$ cat src/rtl/ac97_pkg.sv
// Shared AC-link definitions: slot width, codec register indices, scheduler
// state encoding and slot-1/slot-2 pack/unpack helpers.
package ac97_pkg;

  localparam int unsigned AC97_SLOT_W = 20;

  // Codec register indices
  localparam logic [6:0] RegReset     = 7'h00;
  localparam logic [6:0] RegMasterVol = 7'h02;
  localparam logic [6:0] RegPcmVol    = 7'h18;
  localparam logic [6:0] RegPowerdown = 7'h26;
  localparam logic [6:0] RegVid0      = 7'h7C;
  localparam logic [6:0] RegVid1      = 7'h7E;

  typedef enum logic [1:0] {
    StIdle,
    StIssue,
    StWaitRsp
  } sched_state_e;

  // Slot 1 command address: {rd, addr, 12'b0}
  function automatic logic [AC97_SLOT_W-1:0] pack_slot1(logic rd, logic [6:0] addr);
    return {rd, addr, 12'h000};
  endfunction

  // Slot 2 command data: {wdata, 4'b0}
  function automatic logic [AC97_SLOT_W-1:0] pack_slot2(logic [15:0] wdata);
    return {wdata, 4'h0};
  endfunction

  // Register index carried in an input status-address slot
  function automatic logic [6:0] unpack_slot1_addr(logic [AC97_SLOT_W-1:0] slot);
    return slot[18:12];
  endfunction

  // Register data carried in an input status-data slot
  function automatic logic [15:0] unpack_slot2_data(logic [AC97_SLOT_W-1:0] slot);
    return slot[19:4];
  endfunction

endpackage

$ cat src/rtl/ac97_cmd_sched_if.sv
// Requester-side bus of the command scheduler: per-requester request
// fields and grant/completion pulses, plus the shared response data.
interface ac97_cmd_sched_if #(
  parameter int unsigned NREQ = 4
);

  logic [NREQ-1:0]    req_valid;
  logic [NREQ-1:0]    req_write;
  logic [NREQ*7-1:0]  req_addr;
  logic [NREQ*16-1:0] req_wdata;
  logic [NREQ-1:0]    req_ready;
  logic [NREQ-1:0]    rsp_valid;
  logic [15:0]        rsp_rdata;
  logic               rsp_timeout;

  // Requester side
  modport master (
    output req_valid, req_write, req_addr, req_wdata,
    input  req_ready, rsp_valid, rsp_rdata, rsp_timeout
  );

  // Scheduler side
  modport slave (
    input  req_valid, req_write, req_addr, req_wdata,
    output req_ready, rsp_valid, rsp_rdata, rsp_timeout
  );

endinterface

$ cat src/rtl/ac97_rr_arbiter.sv
// Round-robin arbiter: searches from the index after the last accepted grant,
// produces a one-hot grant and its index; pointer moves only when advance_i.
module ac97_rr_arbiter #(
  parameter int unsigned NREQ = 4
) (
  input  logic                    clk_i,
  input  logic                    rst_ni,
  input  logic [NREQ-1:0]         req_i,
  input  logic                    advance_i,
  output logic                    valid_o,
  output logic [NREQ-1:0]         gnt_o,
  output logic [$clog2(NREQ)-1:0] gnt_idx_o
);

  localparam int unsigned IdxW = $clog2(NREQ);

  logic [IdxW-1:0] ptr_q, ptr_d;
  logic [IdxW-1:0] idx;
  logic            found;
  int unsigned     cand;

  // Priority search starting at the pointer, wrapping at NREQ
  always_comb begin
    idx   = '0;
    found = 1'b0;
    cand  = 0;
    for (int unsigned i = 0; i < NREQ; i++) begin
      cand = 32'(ptr_q) + i;
      if (cand >= NREQ) cand = cand - NREQ;
      if (!found && req_i[cand[IdxW-1:0]]) begin
        found = 1'b1;
        idx   = cand[IdxW-1:0];
      end
    end
  end

  // One-hot grant and pointer advance past the winner
  always_comb begin
    gnt_o      = '0;
    gnt_o[idx] = found;
    valid_o    = found;
    gnt_idx_o  = idx;
    ptr_d      = ptr_q;
    if (advance_i && found) begin
      ptr_d = (32'(idx) == NREQ - 1) ? '0 : idx + 1'b1;
    end
  end

  // Pointer register
  always_ff @(posedge clk_i or negedge rst_ni) begin
    if (!rst_ni) ptr_q <= '0;
    else         ptr_q <= ptr_d;
  end

endmodule

$ cat src/rtl/ac97_cmd_sched.sv
// AC-link codec register-access scheduler: arbitrates NREQ requesters onto
// output slots 1/2, one command per frame, and returns read status or timeout.
// All state and slot updates happen on strobe cycles only.
module ac97_cmd_sched
  import ac97_pkg::*;
#(
  parameter int unsigned NREQ           = 4,
  parameter int unsigned TIMEOUT_FRAMES = 4
) (
  input  logic                   ac97_bitclk,
  input  logic                   ac97_rst_b,
  input  logic                   ac97_strobe,
  ac97_cmd_sched_if.slave        bus,
  input  logic                   ac97_in_codec_ready,
  input  logic                   ac97_in_slot1_valid,
  input  logic [AC97_SLOT_W-1:0] ac97_in_slot1,
  input  logic [AC97_SLOT_W-1:0] ac97_in_slot2,
  output logic [AC97_SLOT_W-1:0] ac97_out_slot1,
  output logic                   ac97_out_slot1_valid,
  output logic [AC97_SLOT_W-1:0] ac97_out_slot2,
  output logic                   ac97_out_slot2_valid
);

  localparam int unsigned IdxW = $clog2(NREQ);

  sched_state_e           state_q, state_d;
  logic [IdxW-1:0]        idx_q, idx_d;
  logic                   write_q, write_d;
  logic [6:0]             addr_q, addr_d;
  logic [3:0]             miss_q, miss_d;
  logic [AC97_SLOT_W-1:0] slot1_q, slot1_d, slot2_q, slot2_d;
  logic                   slot1_valid_q, slot1_valid_d, slot2_valid_q, slot2_valid_d;
  logic [NREQ-1:0]        req_ready_q, req_ready_d, rsp_valid_q, rsp_valid_d;
  logic [15:0]            rsp_rdata_q, rsp_rdata_d;
  logic                   rsp_timeout_q, rsp_timeout_d;

  logic                   arb_valid;
  logic [NREQ-1:0]        arb_gnt;
  logic [IdxW-1:0]        arb_idx;
  logic                   do_arb, grant_en;
  logic [NREQ-1:0]        owner_oh;
  logic                   new_write;
  logic [6:0]             new_addr;
  logic [15:0]            new_wdata;

  ac97_rr_arbiter #(
    .NREQ(NREQ)
  ) u_arb (
    .clk_i    (ac97_bitclk),
    .rst_ni   (ac97_rst_b),
    .req_i    (bus.req_valid),
    .advance_i(grant_en),
    .valid_o  (arb_valid),
    .gnt_o    (arb_gnt),
    .gnt_idx_o(arb_idx)
  );

  // Owner one-hot and the winning requester's command fields
  always_comb begin
    owner_oh        = '0;
    owner_oh[idx_q] = 1'b1;
    new_write       = bus.req_write[arb_idx];
    new_addr        = bus.req_addr[32'(arb_idx)*7 +: 7];
    new_wdata       = bus.req_wdata[32'(arb_idx)*16 +: 16];
  end

  // Next-state and output logic; grant in the same strobe overrides slot clears
  always_comb begin
    state_d       = state_q;
    idx_d         = idx_q;
    write_d       = write_q;
    addr_d        = addr_q;
    miss_d        = miss_q;
    slot1_d       = slot1_q;
    slot2_d       = slot2_q;
    slot1_valid_d = slot1_valid_q;
    slot2_valid_d = slot2_valid_q;
    req_ready_d   = '0;
    rsp_valid_d   = '0;
    rsp_rdata_d   = rsp_rdata_q;
    rsp_timeout_d = 1'b0;
    do_arb        = 1'b0;
    grant_en      = 1'b0;

    if (ac97_strobe) begin
      case (state_q)
        StIdle: do_arb = 1'b1;
        StIssue: begin
          slot1_d       = '0;
          slot2_d       = '0;
          slot1_valid_d = 1'b0;
          slot2_valid_d = 1'b0;
          if (write_q) begin
            rsp_valid_d = owner_oh;
            rsp_rdata_d = '0;
            state_d     = StIdle;
            do_arb      = 1'b1;
          end else begin
            miss_d  = '0;
            state_d = StWaitRsp;
          end
        end
        StWaitRsp: begin
          if (ac97_in_slot1_valid && unpack_slot1_addr(ac97_in_slot1) == addr_q) begin
            rsp_valid_d = owner_oh;
            rsp_rdata_d = unpack_slot2_data(ac97_in_slot2);
            state_d     = StIdle;
          end else begin
            miss_d = miss_q + 4'd1;
            if (miss_d == 4'(TIMEOUT_FRAMES)) begin
              rsp_valid_d   = owner_oh;
              rsp_timeout_d = 1'b1;
              rsp_rdata_d   = '0;
              state_d       = StIdle;
            end
          end
        end
        default: state_d = StIdle;
      endcase

      if (do_arb && ac97_in_codec_ready && arb_valid) begin
        grant_en      = 1'b1;
        idx_d         = arb_idx;
        write_d       = new_write;
        addr_d        = new_addr;
        req_ready_d   = arb_gnt;
        slot1_d       = pack_slot1(!new_write, new_addr);
        slot1_valid_d = 1'b1;
        slot2_d       = new_write ? pack_slot2(new_wdata) : '0;
        slot2_valid_d = new_write;
        state_d       = StIssue;
      end
    end
  end

  // State and registered outputs; reset drops any command in flight
  always_ff @(posedge ac97_bitclk or negedge ac97_rst_b) begin
    if (!ac97_rst_b) begin
      state_q       <= StIdle;
      idx_q         <= '0;
      write_q       <= 1'b0;
      addr_q        <= '0;
      miss_q        <= '0;
      slot1_q       <= '0;
      slot2_q       <= '0;
      slot1_valid_q <= 1'b0;
      slot2_valid_q <= 1'b0;
      req_ready_q   <= '0;
      rsp_valid_q   <= '0;
      rsp_rdata_q   <= '0;
      rsp_timeout_q <= 1'b0;
    end else begin
      state_q       <= state_d;
      idx_q         <= idx_d;
      write_q       <= write_d;
      addr_q        <= addr_d;
      miss_q        <= miss_d;
      slot1_q       <= slot1_d;
      slot2_q       <= slot2_d;
      slot1_valid_q <= slot1_valid_d;
      slot2_valid_q <= slot2_valid_d;
      req_ready_q   <= req_ready_d;
      rsp_valid_q   <= rsp_valid_d;
      rsp_rdata_q   <= rsp_rdata_d;
      rsp_timeout_q <= rsp_timeout_d;
    end
  end

  assign bus.req_ready            = req_ready_q;
  assign bus.rsp_valid            = rsp_valid_q;
  assign bus.rsp_rdata            = rsp_rdata_q;
  assign bus.rsp_timeout          = rsp_timeout_q;
  assign ac97_out_slot1           = slot1_q;
  assign ac97_out_slot1_valid     = slot1_valid_q;
  assign ac97_out_slot2           = slot2_q;
  assign ac97_out_slot2_valid     = slot2_valid_q;

endmodule

$ cat src/flat_wrapper.sv
// flat-port wrapper written by rule: the top's interface ports become plain ports
module ac97_cmd_sched_flat import ac97_pkg::*;
#(
  parameter int unsigned NREQ           = 4,
  parameter int unsigned TIMEOUT_FRAMES = 4
)
  (ac97_bitclk, ac97_rst_b, ac97_strobe, ac97_in_codec_ready, ac97_in_slot1_valid, ac97_in_slot1, ac97_in_slot2, ac97_out_slot1, ac97_out_slot1_valid, ac97_out_slot2, ac97_out_slot2_valid, bus_req_valid, bus_req_write, bus_req_addr, bus_req_wdata, bus_req_ready, bus_rsp_valid, bus_rsp_rdata, bus_rsp_timeout);
  ac97_cmd_sched_if #(.NREQ(NREQ)) bus_i ();
  input  logic ac97_bitclk;
  input  logic ac97_rst_b;
  input  logic ac97_strobe;
  input  logic ac97_in_codec_ready;
  input  logic ac97_in_slot1_valid;
  input  logic [AC97_SLOT_W-1:0] ac97_in_slot1;
  input  logic [AC97_SLOT_W-1:0] ac97_in_slot2;
  output logic [AC97_SLOT_W-1:0] ac97_out_slot1;
  output logic ac97_out_slot1_valid;
  output logic [AC97_SLOT_W-1:0] ac97_out_slot2;
  output logic ac97_out_slot2_valid;
  input wire logic [$bits(bus_i.req_valid)-1:0] bus_req_valid;
  input wire logic [$bits(bus_i.req_write)-1:0] bus_req_write;
  input wire logic [$bits(bus_i.req_addr)-1:0] bus_req_addr;
  input wire logic [$bits(bus_i.req_wdata)-1:0] bus_req_wdata;
  output wire logic [$bits(bus_i.req_ready)-1:0] bus_req_ready;
  output wire logic [$bits(bus_i.rsp_valid)-1:0] bus_rsp_valid;
  output wire logic [$bits(bus_i.rsp_rdata)-1:0] bus_rsp_rdata;
  output wire logic [$bits(bus_i.rsp_timeout)-1:0] bus_rsp_timeout;
  assign bus_i.req_valid = bus_req_valid;
  assign bus_i.req_write = bus_req_write;
  assign bus_i.req_addr = bus_req_addr;
  assign bus_i.req_wdata = bus_req_wdata;
  assign bus_req_ready = bus_i.req_ready;
  assign bus_rsp_valid = bus_i.rsp_valid;
  assign bus_rsp_rdata = bus_i.rsp_rdata;
  assign bus_rsp_timeout = bus_i.rsp_timeout;
  ac97_cmd_sched #(.NREQ(NREQ), .TIMEOUT_FRAMES(TIMEOUT_FRAMES)) u_core (.ac97_bitclk(ac97_bitclk), .ac97_rst_b(ac97_rst_b), .ac97_strobe(ac97_strobe), .bus(bus_i), .ac97_in_codec_ready(ac97_in_codec_ready), .ac97_in_slot1_valid(ac97_in_slot1_valid), .ac97_in_slot1(ac97_in_slot1), .ac97_in_slot2(ac97_in_slot2), .ac97_out_slot1(ac97_out_slot1), .ac97_out_slot1_valid(ac97_out_slot1_valid), .ac97_out_slot2(ac97_out_slot2), .ac97_out_slot2_valid(ac97_out_slot2_valid));
endmodule
$ cat config.mk
export PLATFORM = sky130hd
export DESIGN_NAME = ac97_cmd_sched_flat
export DESIGN_NICKNAME = d
export VERILOG_FILES = /design/src/rtl/ac97_pkg.sv /design/src/rtl/ac97_cmd_sched_if.sv /design/src/rtl/ac97_rr_arbiter.sv /design/src/rtl/ac97_cmd_sched.sv /design/src/flat_wrapper.sv
export SDC_FILE = /design/constraint.sdc
export NUM_CORES = 1
export LEC_CHECK = 0
export ABC_AREA = 1
export CAP_MARGIN = 20
export CELL_PAD_IN_SITES_DETAIL_PLACEMENT = 1
export CELL_PAD_IN_SITES_GLOBAL_PLACEMENT = 2
export CORE_MARGIN = 2
export CORE_UTILIZATION = 23
export DETAILED_ROUTE_END_ITERATION = 7
export PLACE_DENSITY_LB_ADDON = 0.1
export SLEW_MARGIN = 20
export SYNTH_ARGS = -nofsm -noshare
export SYNTH_HDL_FRONTEND = slang
export SYNTH_SLANG_ARGS = --single-unit
$ cat constraint.sdc
create_clock -name ac97_bitclk -period 4.34 [get_ports ac97_bitclk]
set_input_delay 0.651 -clock ac97_bitclk [delete_from_list [all_inputs] [get_ports ac97_bitclk]]
set_output_delay 0.651 -clock ac97_bitclk [all_outputs]
set_load 0.005 [all_outputs]
==> results of run 1 <==
-- cell usage after synthesis --
cell / number / area, sq um
a21oi_1: 3 / 15.0
buf_1: 1 / 3.75
buf_2: 11 / 55.1
buf_4: 19 / 143
buf_6: 6 / 67.6
clkbuf_1: 6 / 22.5
conb_1: 1 / 3.75
dfrtp_1: 69 / 1730
ha_1: 8 / 100
inv_1: 82 / 308
inv_2: 6 / 22.5
nand2_1: 219 / 822
nand2_2: 9 / 56.3
nand2_4: 3 / 33.8
nand3_1: 86 / 430
nand3_2: 7 / 70.1
nand3b_1: 19 / 143
nand4_1: 5 / 31.3
nor2_1: 12 / 45.0
nor2_2: 1 / 6.26
nor2_4: 2 / 22.5
nor3_1: 3 / 15.0
o211ai_1: 6 / 45.0
o211ai_2: 2 / 25.0
o21a_1: 1 / 7.51
o21ai_0: 24 / 120
o21ai_1: 1 / 5.00
o21bai_1: 1 / 7.51
o22ai_1: 1 / 6.26
or2_0: 4 / 25.0
or2_2: 2 / 12.5
xnor2_1: 3 / 26.3
xor2_1: 2 / 17.5
-- per-stage QoR --
stage               area [sq um]  std cells  power, mW  hold WS [ps]
finish                      6640       1055       4.38           458
global route                6640       1055       4.83           500
CTS                         6640       1055       4.46           482
detailed placement          6340       1039       3.69           465
global placement            6340       1039       3.65           462
floorplan                   4500        640       2.85           355
-- per-layer routing --
| layer | vias up | part of all wire [%] | global-route usage [%] |
|---|---|---|---|
| li1 | 2252 | - | - |
| met1 | 2096 | 45 | 20.8 |
| met2 | 110 | 48 | 25.9 |
| met3 | 11 | 5.6 | 3.12 |
| met4 | 0 | 1.2 | 4.59 |
| met5 | - | 0 | 0 |
-- path summary, 6_finish.rpt --
path	to	depth (start not counted)	slack, ps
setup / recovery	u_core.u_arb.ptr_q[1]	13	1290
hold reg to reg	u_core.ac97_out_slot2[18]	2	480
min in group ac97_bitclk	u_core.ac97_out_slot2[18]	2	480
max in group asynchronous	u_core.ac97_out_slot2[7]	1	3290
setup reg to reg	u_core.u_arb.ptr_q[1]	13	1290
hold / removal	u_core.miss_q[0]	1	460
-- kinds of logic (layout without fill, tap and decap cells) --
logic type                 Yosys count  after routing  share of synthesized area (%)
xor gates and xnor gates             5              5                          0.986
buffers and inverters              131            286                           14.0
and+or+nand+nor                    372            372                           38.6
other                                1             16                         0.0844
DFF                                 69             69                           38.9
AOI/OAI and AO/OA                   39             39                           5.21
adders and majority gates            8              8                           2.25
-- layout make-up --
class	count	area [sq um]	area share [%]
flip-flops and latches	69	1730	26.0
well taps	260	325	4.90
clock buffers	9	225	3.39
multi-input cells	440	2150	32.4
inverters	88	330	4.97
repair buffers	182	1810	27.2
clock inverters	7	75.1	1.13
-- flip-flops by register name, indices dropped and copies added, names as in the netlist, 4 cells and up --
register               cells
u_core.ac97_out_slot2     16
u_core.bus.rsp_rdata      16
u_core.bus.rsp_valid       4
u_core.ac97_out_slot1      8
u_core.miss_q              4
u_core.bus.req_ready       4
u_core.addr_q              7
-- worst max-delay path: cells and delay by family, from the launching register on --
family / cells / cell delay, ps
AND/OR/NAND/NOR: 9 / 1330
flip-flops: 1 / 650
buffers and inverters: 2 / 540
adder cells (fa/ha/maj): 1 / 290
AO/OA/AOI/OAI: 1 / 90
-- where the power goes --
group / internal, mW / total (mW) / switching (mW) / leakage [nW]
combinational: 0.945 / 2.67 / 1.72 / 2.19
sequential: 0.837 / 0.974 / 0.137 / 0.919
clock: 0.447 / 0.744 / 0.297 / 0.138
==> results_dict.tcl, run 1 <==
set metrics [dict create \
    coreArea_sq_mm 0.0188 \
    grt_pass1_vias 4736 \
    netlist_area_sq_mm 0.00444 \
    required_ps 4530 \
    fillers 2320 \
    start_util_pct 23.6 \
    cts_buffers 9 \
    clock_latency_ps 330 \
    grt_usage_pct 15.7 \
    layout_common_cells "nand2_1, clkdlybuf4s50_1, nand3_1" \
    ys_warn_count 0 \
    p_leak_nw 3.24 \
    drv_slew 0 \
    hold_path_class "input pin to asynchronous set/reset pin" \
    clockBufferDepth 2 \
    diodes 0 \
    antenna_found_initial 0 \
    vias 4469 \
    utilization_pct 35.3 \
    drc 0 \
    final_nets 943 \
    postSynthCellCount 625 \
    critPathLaunchType "flop" \
    power.density_mw_per_mm2 660 \
    final_common_cell "nand2_1" \
    grt_max_degree 70 \
    drv_cap 0 \
    cts_htree_levels 3 \
    cp-end-kind "flop" \
    portBuffers 178 \
    ys_seq_area_share_pct 38.9 \
    tightest_slew_ps 1040 \
    regToRegStartpoint "u_core.u_arb.ptr_q[0]" \
    crit_arrival_ps 3240 \
    setup_ws_ps 1290 \
    first_pass_iters 4 \
    path_max_fanout 36 \
    cts.sinks 69 \
    crit_chain "inv_2, nand2_1, nand2_1, nand2_1, nand2_2, nor2_4, nand3_2, nand2_4, nand2_4, inv_2, ha_1, nand2_1, o21ai_0" \
    cp_common_cell "nand2_1" \
    die_w_um 143 \
    finalClockSkew_ps 4.82 \
    finalSetupViolCount 0 \
    gp_congestion 0.841 \
    hold_violations 0 \
    max_freq_ghz 0.328 \
    cts.hold.buffers_added 0 \
    post-cts-setup-buffer-count 0 \
    status "finished, final reports clean" \
    final_min_period_over_clock_period_pct 70.2 \
    worst-setup-path-type "flop to flop" \
    drt_iter0_markers 144 \
    cp_slowest_cell "dfrtp_1" \
    clkTransAtPathRegs_ps 60 \
    dp_hpwl_mm 12.1 \
    viasPerCell 4.24 \
    io_pins 212 \
    die_h_um 143 \
    syn_to_final_growth_pct 49.5 \
    ant_nets 0 \
    syn_avg_cell_area_sq_um 7.10 \
    cts_resized 0 \
    grt_overflow 0 \
    cp-startpoint "u_core.u_arb.ptr_q[0]" \
    critical-path-max-stage-delay_ps 650 \
    peakVddDrop_mv 0.614 \
    final.min_clock_period_ps 3050 \
    slew-limit-headroom_pct 30.7 \
    final.setup.tns_ps 0 \
    die_area_sq_mm 0.0204 \
    grt_pass1_wl_mm 25.0 \
    cts_tree "done" \
    drive_above_1_share_pct 6.67 \
    root_buffer "clkbuf_16" \
    rsz0062_at_grt "no" \
    synth-seq-cells 69 \
    num_rows 50 \
    place_ws_ps 941 \
    wl_mm 15.8 \
    wl_per_cell_um 15.0 \
    synth.distinct_cells 33 \
]
No activity file was read; power rests on OpenSTA's default activity.
==> run 2, diff against run 1 <==
--- a/config.mk
+++ b/config.mk
@@ -10,7 +10,7 @@
 export CELL_PAD_IN_SITES_DETAIL_PLACEMENT = 1
 export CELL_PAD_IN_SITES_GLOBAL_PLACEMENT = 2
 export CORE_MARGIN = 2
-export CORE_UTILIZATION = 23
+export CORE_UTILIZATION = 19
 export DETAILED_ROUTE_END_ITERATION = 7
 export PLACE_DENSITY_LB_ADDON = 0.1
 export SLEW_MARGIN = 20
==> constraint.sdc (replaced) <==
create_clock -name ac97_bitclk -period 2.8 [get_ports ac97_bitclk]
set_input_delay 0.42 -clock ac97_bitclk [delete_from_list [all_inputs] [get_ports ac97_bitclk]]
set_output_delay 0.42 -clock ac97_bitclk [all_outputs]
set_load 0.005 [all_outputs]
==> results_dict.tcl, run 2 (synthesized netlist as in run 1, its figures left out) <==
set metrics [dict create \
    fillers 2739 \
    vias 4482 \
    max_freq_ghz 0.421 \
    wl_per_cell_um 14.6 \
    clockBufferDepth 2 \
    hold_violations 0 \
    final.min_clock_period_ps 2380 \
    num_rows 55 \
    antenna_found_initial 0 \
    cts_tree "done" \
    final_common_cell "nand2_1" \
    wl_mm 16.4 \
    syn_to_final_growth_pct 54.7 \
    clock_latency_ps 340 \
    critPathLaunchType "flop" \
    gp_congestion 0.775 \
    routed.top_layer "met4" \
    post-cts-setup-buffer-count 0 \
    dp_hpwl_mm 12.7 \
    p_leak_nw 3.34 \
    die_area_sq_mm 0.0246 \
    sequential_cell_area_sq_mm 0.00173 \
    final_min_period_over_clock_period_pct 84.9 \
    place_ws_ps 152 \
    final_nets 957 \
    die_w_um 157 \
    cts_htree_levels 3 \
    slew-limit-headroom_pct 39.3 \
    path_max_fanout 15 \
    tightest_slew_ps 910 \
    grt_overflow 0 \
    utilization_pct 30.2 \
    drc 0 \
    finalSetupViolCount 0 \
    dr_wl_met2_mm 7.72 \
    r2r_cells 13 \
    drt-met1-wl_mm 7.28 \
    cts_buffers 9 \
    whs_ps 204 \
    multi_input_area_sq_mm 0.00215 \
    die_h_um 157 \
    setup_ws_ps 424 \
    drv_slew 0 \
    p_total_mw 7.18 \
    worst-setup-path-type "flop to flop" \
    grt_usage_pct 13.7 \
    rsz0062_at_grt "no" \
    start_util_pct 19.5 \
    cp-end-kind "flop" \
    power.density_mw_per_mm2 1040 \
    root_buffer "clkbuf_16" \
    cts_resized 0 \
    cts.sinks 69 \
    drv_cap 0 \
    required_ps 3020 \
    final.setup.tns_ps 0 \
    portBuffers 178 \
    coreArea_sq_mm 0.0228 \
    drt_iter0_markers 139 \
    grt_pass1_vias 4846 \
    cts.hold.buffers_added 0 \
    ant_nets 0 \
    hold_path_class "input pin to asynchronous set/reset pin" \
    wl_met3_mm 1.16 \
    drive_above_1_share_pct 8.28 \
    status "finished, final reports clean" \
    peakVddDrop_mv 0.485 \
    diodes 0 \
    finalClockSkew_ps 8.53 \
    grt_pass1_wl_mm 26.0 \
    viasPerCell 3.99 \
    io_pins 212 \
    first_pass_iters 4 \
    clkTransAtPathRegs_ps 60 \
    layout_common_cells "nand2_1, clkdlybuf4s50_1, nand3_1" \
    grt_max_degree 70 \
    crit_arrival_ps 2590 \
]
run 2: changes by cell type in the layout (fill, tap and decap cells not counted):
cell        delta
clkbuf_8       +2
buf_4         +14
bufinv_16      +2
clkinvlp_4     -2
clkinv_2       -1
inv_6          -1
run 2: critical path, stage by stage (launching register included):
cell	delay [ps]
dfrtp_1	470
buf_4	210
nand2_1	70
nand2_1	100
nand2_1	100
nand2_2	60
nor2_4	120
nand3_2	130
nand2_4	140
nand2_4	100
inv_2	310
ha_1	300
nand2_1	60
o21ai_0	70
run 2: per-layer routing:
layer	global-route usage [%]	vias to the layer above
li1	-	2274
met1	16.9	2061
met2	23.1	135
met3	3.88	12
met4	4.15	0
met5	0	-
run 2: path summary, 6_finish.rpt:
check | endpoint | slack [ps] | startpoint
min in group ac97_bitclk | u_core.ac97_out_slot2[5] | 480 | u_core.ac97_out_slot2[5]
max | u_core.u_arb.ptr_q[1] | 420 | u_core.u_arb.ptr_q[0]
max in group asynchronous | u_core.ac97_out_slot2[15] | 2000 | ac97_rst_b
min reg2reg | u_core.ac97_out_slot2[5] | 480 | u_core.ac97_out_slot2[5]
max reg2reg | u_core.u_arb.ptr_q[1] | 420 | u_core.u_arb.ptr_q[0]
min | u_core.miss_q[0] | 200 | ac97_rst_b
run 2: through the flow:
step | cells | area, sq um
2_1_floorplan | 640 | 4500
3_3_place_gp | 1106 | 6510
3_5_place_dp | 1106 | 6510
4_1_cts | 1122 | 6870
5_1_grt | 1122 | 6870
6_report | 1122 | 6870
run 2: final cells by class:
type	instances	area share, %
clock buffer	11	3.68
clock inverter	5	1.55
inverter	88	4.81
multi-input combinational	440	31.3
sequential	69	25.1
tap	313	5.70
timing repair buffer	196	27.9
run 2: power by group:
group / switching (mW) / internal [mW] / total [mW]
Clock: 0.460 / 0.921 / 1.38
Combinational: 2.67 / 1.62 / 4.30
Sequential: 0.200 / 1.30 / 1.50
Total: 3.33 / 3.84 / 7.18
==> run 3, diff against run 2 <==
--- a/config.mk
+++ b/config.mk
@@ -10,7 +10,7 @@
 export CELL_PAD_IN_SITES_DETAIL_PLACEMENT = 1
 export CELL_PAD_IN_SITES_GLOBAL_PLACEMENT = 2
 export CORE_MARGIN = 2
-export CORE_UTILIZATION = 19
+export CORE_UTILIZATION = 21
 export DETAILED_ROUTE_END_ITERATION = 7
 export PLACE_DENSITY_LB_ADDON = 0.1
 export SLEW_MARGIN = 20
==> constraint.sdc (replaced) <==
create_clock -name ac97_bitclk -period 2.3 [get_ports ac97_bitclk]
set_input_delay 0.345 -clock ac97_bitclk [delete_from_list [all_inputs] [get_ports ac97_bitclk]]
set_output_delay 0.345 -clock ac97_bitclk [all_outputs]
set_load 0.005 [all_outputs]
==> results_dict.tcl, run 3 (synthesized netlist as in run 1, its figures left out) <==
set metrics [dict create \
    status "finished, final reports clean" \
    grt_max_degree 39 \
    r2r_end "u_core.ac97_out_slot1[16]" \
    coreArea_sq_mm 0.0209 \
    grt_pass1_wl_mm 25.1 \
    hold_path_class "input pin to asynchronous set/reset pin" \
    cp-end-kind "flop" \
    cts.sinks 69 \
    finalClockSkew_ps 7.14 \
    final_common_cell "nand2_1" \
    ff2ff_setup_slack_ps 160 \
    dp_hpwl_mm 12.6 \
    portBuffers 178 \
    rsz0062_at_grt "yes" \
    cp_slowest_cell "dfrtp_2" \
    intPower_mw 5.30 \
    place_ws_ps -179 \
    num_rows 53 \
    path_max_fanout 6 \
    critPathLaunchType "flop" \
    cts_buffers 9 \
    grt_usage_pct 14.2 \
    io_pins 212 \
    regToRegStartpoint "u_core.u_arb.ptr_q[0]" \
    crit_chain "buf_6, nand2_2, nand2_2, nand2_2, nand2_2, nor2_4, buf_4, nand3_2, nand3_2, nand2_2, buf_4, nor2_2, o211ai_1, nand3_1" \
    r2r_cells 14 \
    die_w_um 149 \
    wl_per_cell_um 14.3 \
    critical-path-max-stage-delay_ps 450 \
    viasPerCell 4.08 \
    placedInstanceArea_sq_mm 0.00676 \
    seqPwrFrac_pct 19.1 \
    worst-setup-path-type "flop to flop" \
    clkPwrFrac_pct 15.7 \
    switchingPower_mw 4.36 \
    fillers 2533 \
    grt_pass1_vias 4896 \
    diodes 0 \
    cp_common_cell "nand2_2" \
    cts_tree "done" \
    final_min_period_over_clock_period_pct 93.0 \
    drv_cap 0 \
    root_buffer "clkbuf_16" \
    drive_above_1_share_pct 11.8 \
    vias 4541 \
    gp_congestion 0.781 \
    final_cell_area_sq_mm 0.00723 \
    finalSetupViolCount 0 \
    power.density_mw_per_mm2 1340 \
    setup_ws_ps 160 \
    antenna_found_initial 0 \
    final_nets 987 \
    die_area_sq_mm 0.0223 \
    clock_latency_ps 340 \
    required_ps 2570 \
    die_h_um 149 \
    pwr-share-comb_pct 65.2 \
    hold_violations 0 \
    clkTransAtPathRegs_ps 60 \
    max_freq_ghz 0.467 \
    first_pass_iters 4 \
    cts_htree_levels 3 \
    ant_nets 0 \
    grt_overflow 0 \
    p_leak_nw 3.54 \
    peakVddDrop_mv 0.442 \
    start_util_pct 21.3 \
    syn_to_final_growth_pct 62.8 \
    drc 0 \
    p_sw_share_pct 45.1 \
    drv_slew 0 \
    crit_arrival_ps 2410 \
    layout_common_cells "nand2_1, clkdlybuf4s50_1, nand3_1" \
    drt_iter0_markers 110 \
    wl_mm 15.9 \
    clockBufferDepth 2 \
    final.min_clock_period_ps 2140 \
]
run 3: cell type report:
cell class	count	area [sq um]	area share, %
sequential	69	1730	23.9
clock inverter	7	98.8	1.37
timing repair buffer	225	2290	31.7
multi-input combinational	441	2200	30.5
clock buffer	9	225	3.12
inverter	88	338	4.67
tap	275	344	4.76
run 3: what timing repair did:
action	4_1_cts	5_1_grt
hold buffers	1	0
buffers inserted	0	2
resized for setup	0	15
endpoints found under the setup margin	0	35
hold endpoints to repair	31	0
run 3: critical path, delay by kind of cell (launching register included):
kind / cells / cell delay (ps)
AO/OA/AOI/OAI: 1 / 180
flip-flops: 1 / 450
buffers and inverters: 3 / 450
AND/OR/NAND/NOR: 10 / 970
run 3: power by group through the flow:
stage	logic, mW	clock network (mW)	registers, mW
after detailed placement	5.96	0	1.85
after global placement	5.92	0	1.84
after floorplan	3.58	0	1.80
after CTS	5.97	1.55	1.84
after global routing	7.10	1.61	1.89
final	6.30	1.52	1.84
run 3: worst max path at each step:
stage	start	slack, ps	depth (start not counted)	to
floorplan	u_core.u_arb.ptr_q[0]	380	15	u_core.u_arb.ptr_q[1]
global placement	bus_req_valid[2]	-130	15	u_core.write_q
detailed placement	bus_req_valid[3]	-180	12	u_core.ac97_out_slot2[14]
CTS	u_core.u_arb.ptr_q[0]	70	15	u_core.write_q
global route	u_core.u_arb.ptr_q[0]	-7	14	u_core.addr_q[3]
finish	u_core.u_arb.ptr_q[0]	160	14	u_core.ac97_out_slot1[16]
run 3: metrics by stage:
step	setup TNS (ps)	util [%]	power (mW)	hold slack (ps)	cells
final	0	34.6	9.66	481	1114
after global routing	-7.73	34.6	10.6	508	1114
after CTS	0	33.9	9.36	486	1109
after detailed placement	-5090	32.3	7.81	317	1092
after global placement	-3340	32.3	7.76	315	1092
after floorplan	0	-	5.38	49.4	640
run 3: metal layers:
metal	share of wire [%]	vias to the layer above	track usage, %	wire length [um]
li1	-	2342	-	-
met1	46	2067	18.6	7340
met2	47	120	23.1	7450
met3	5.7	12	3.32	910
met4	1.5	0	4.62	235
met5	0	-	0	0
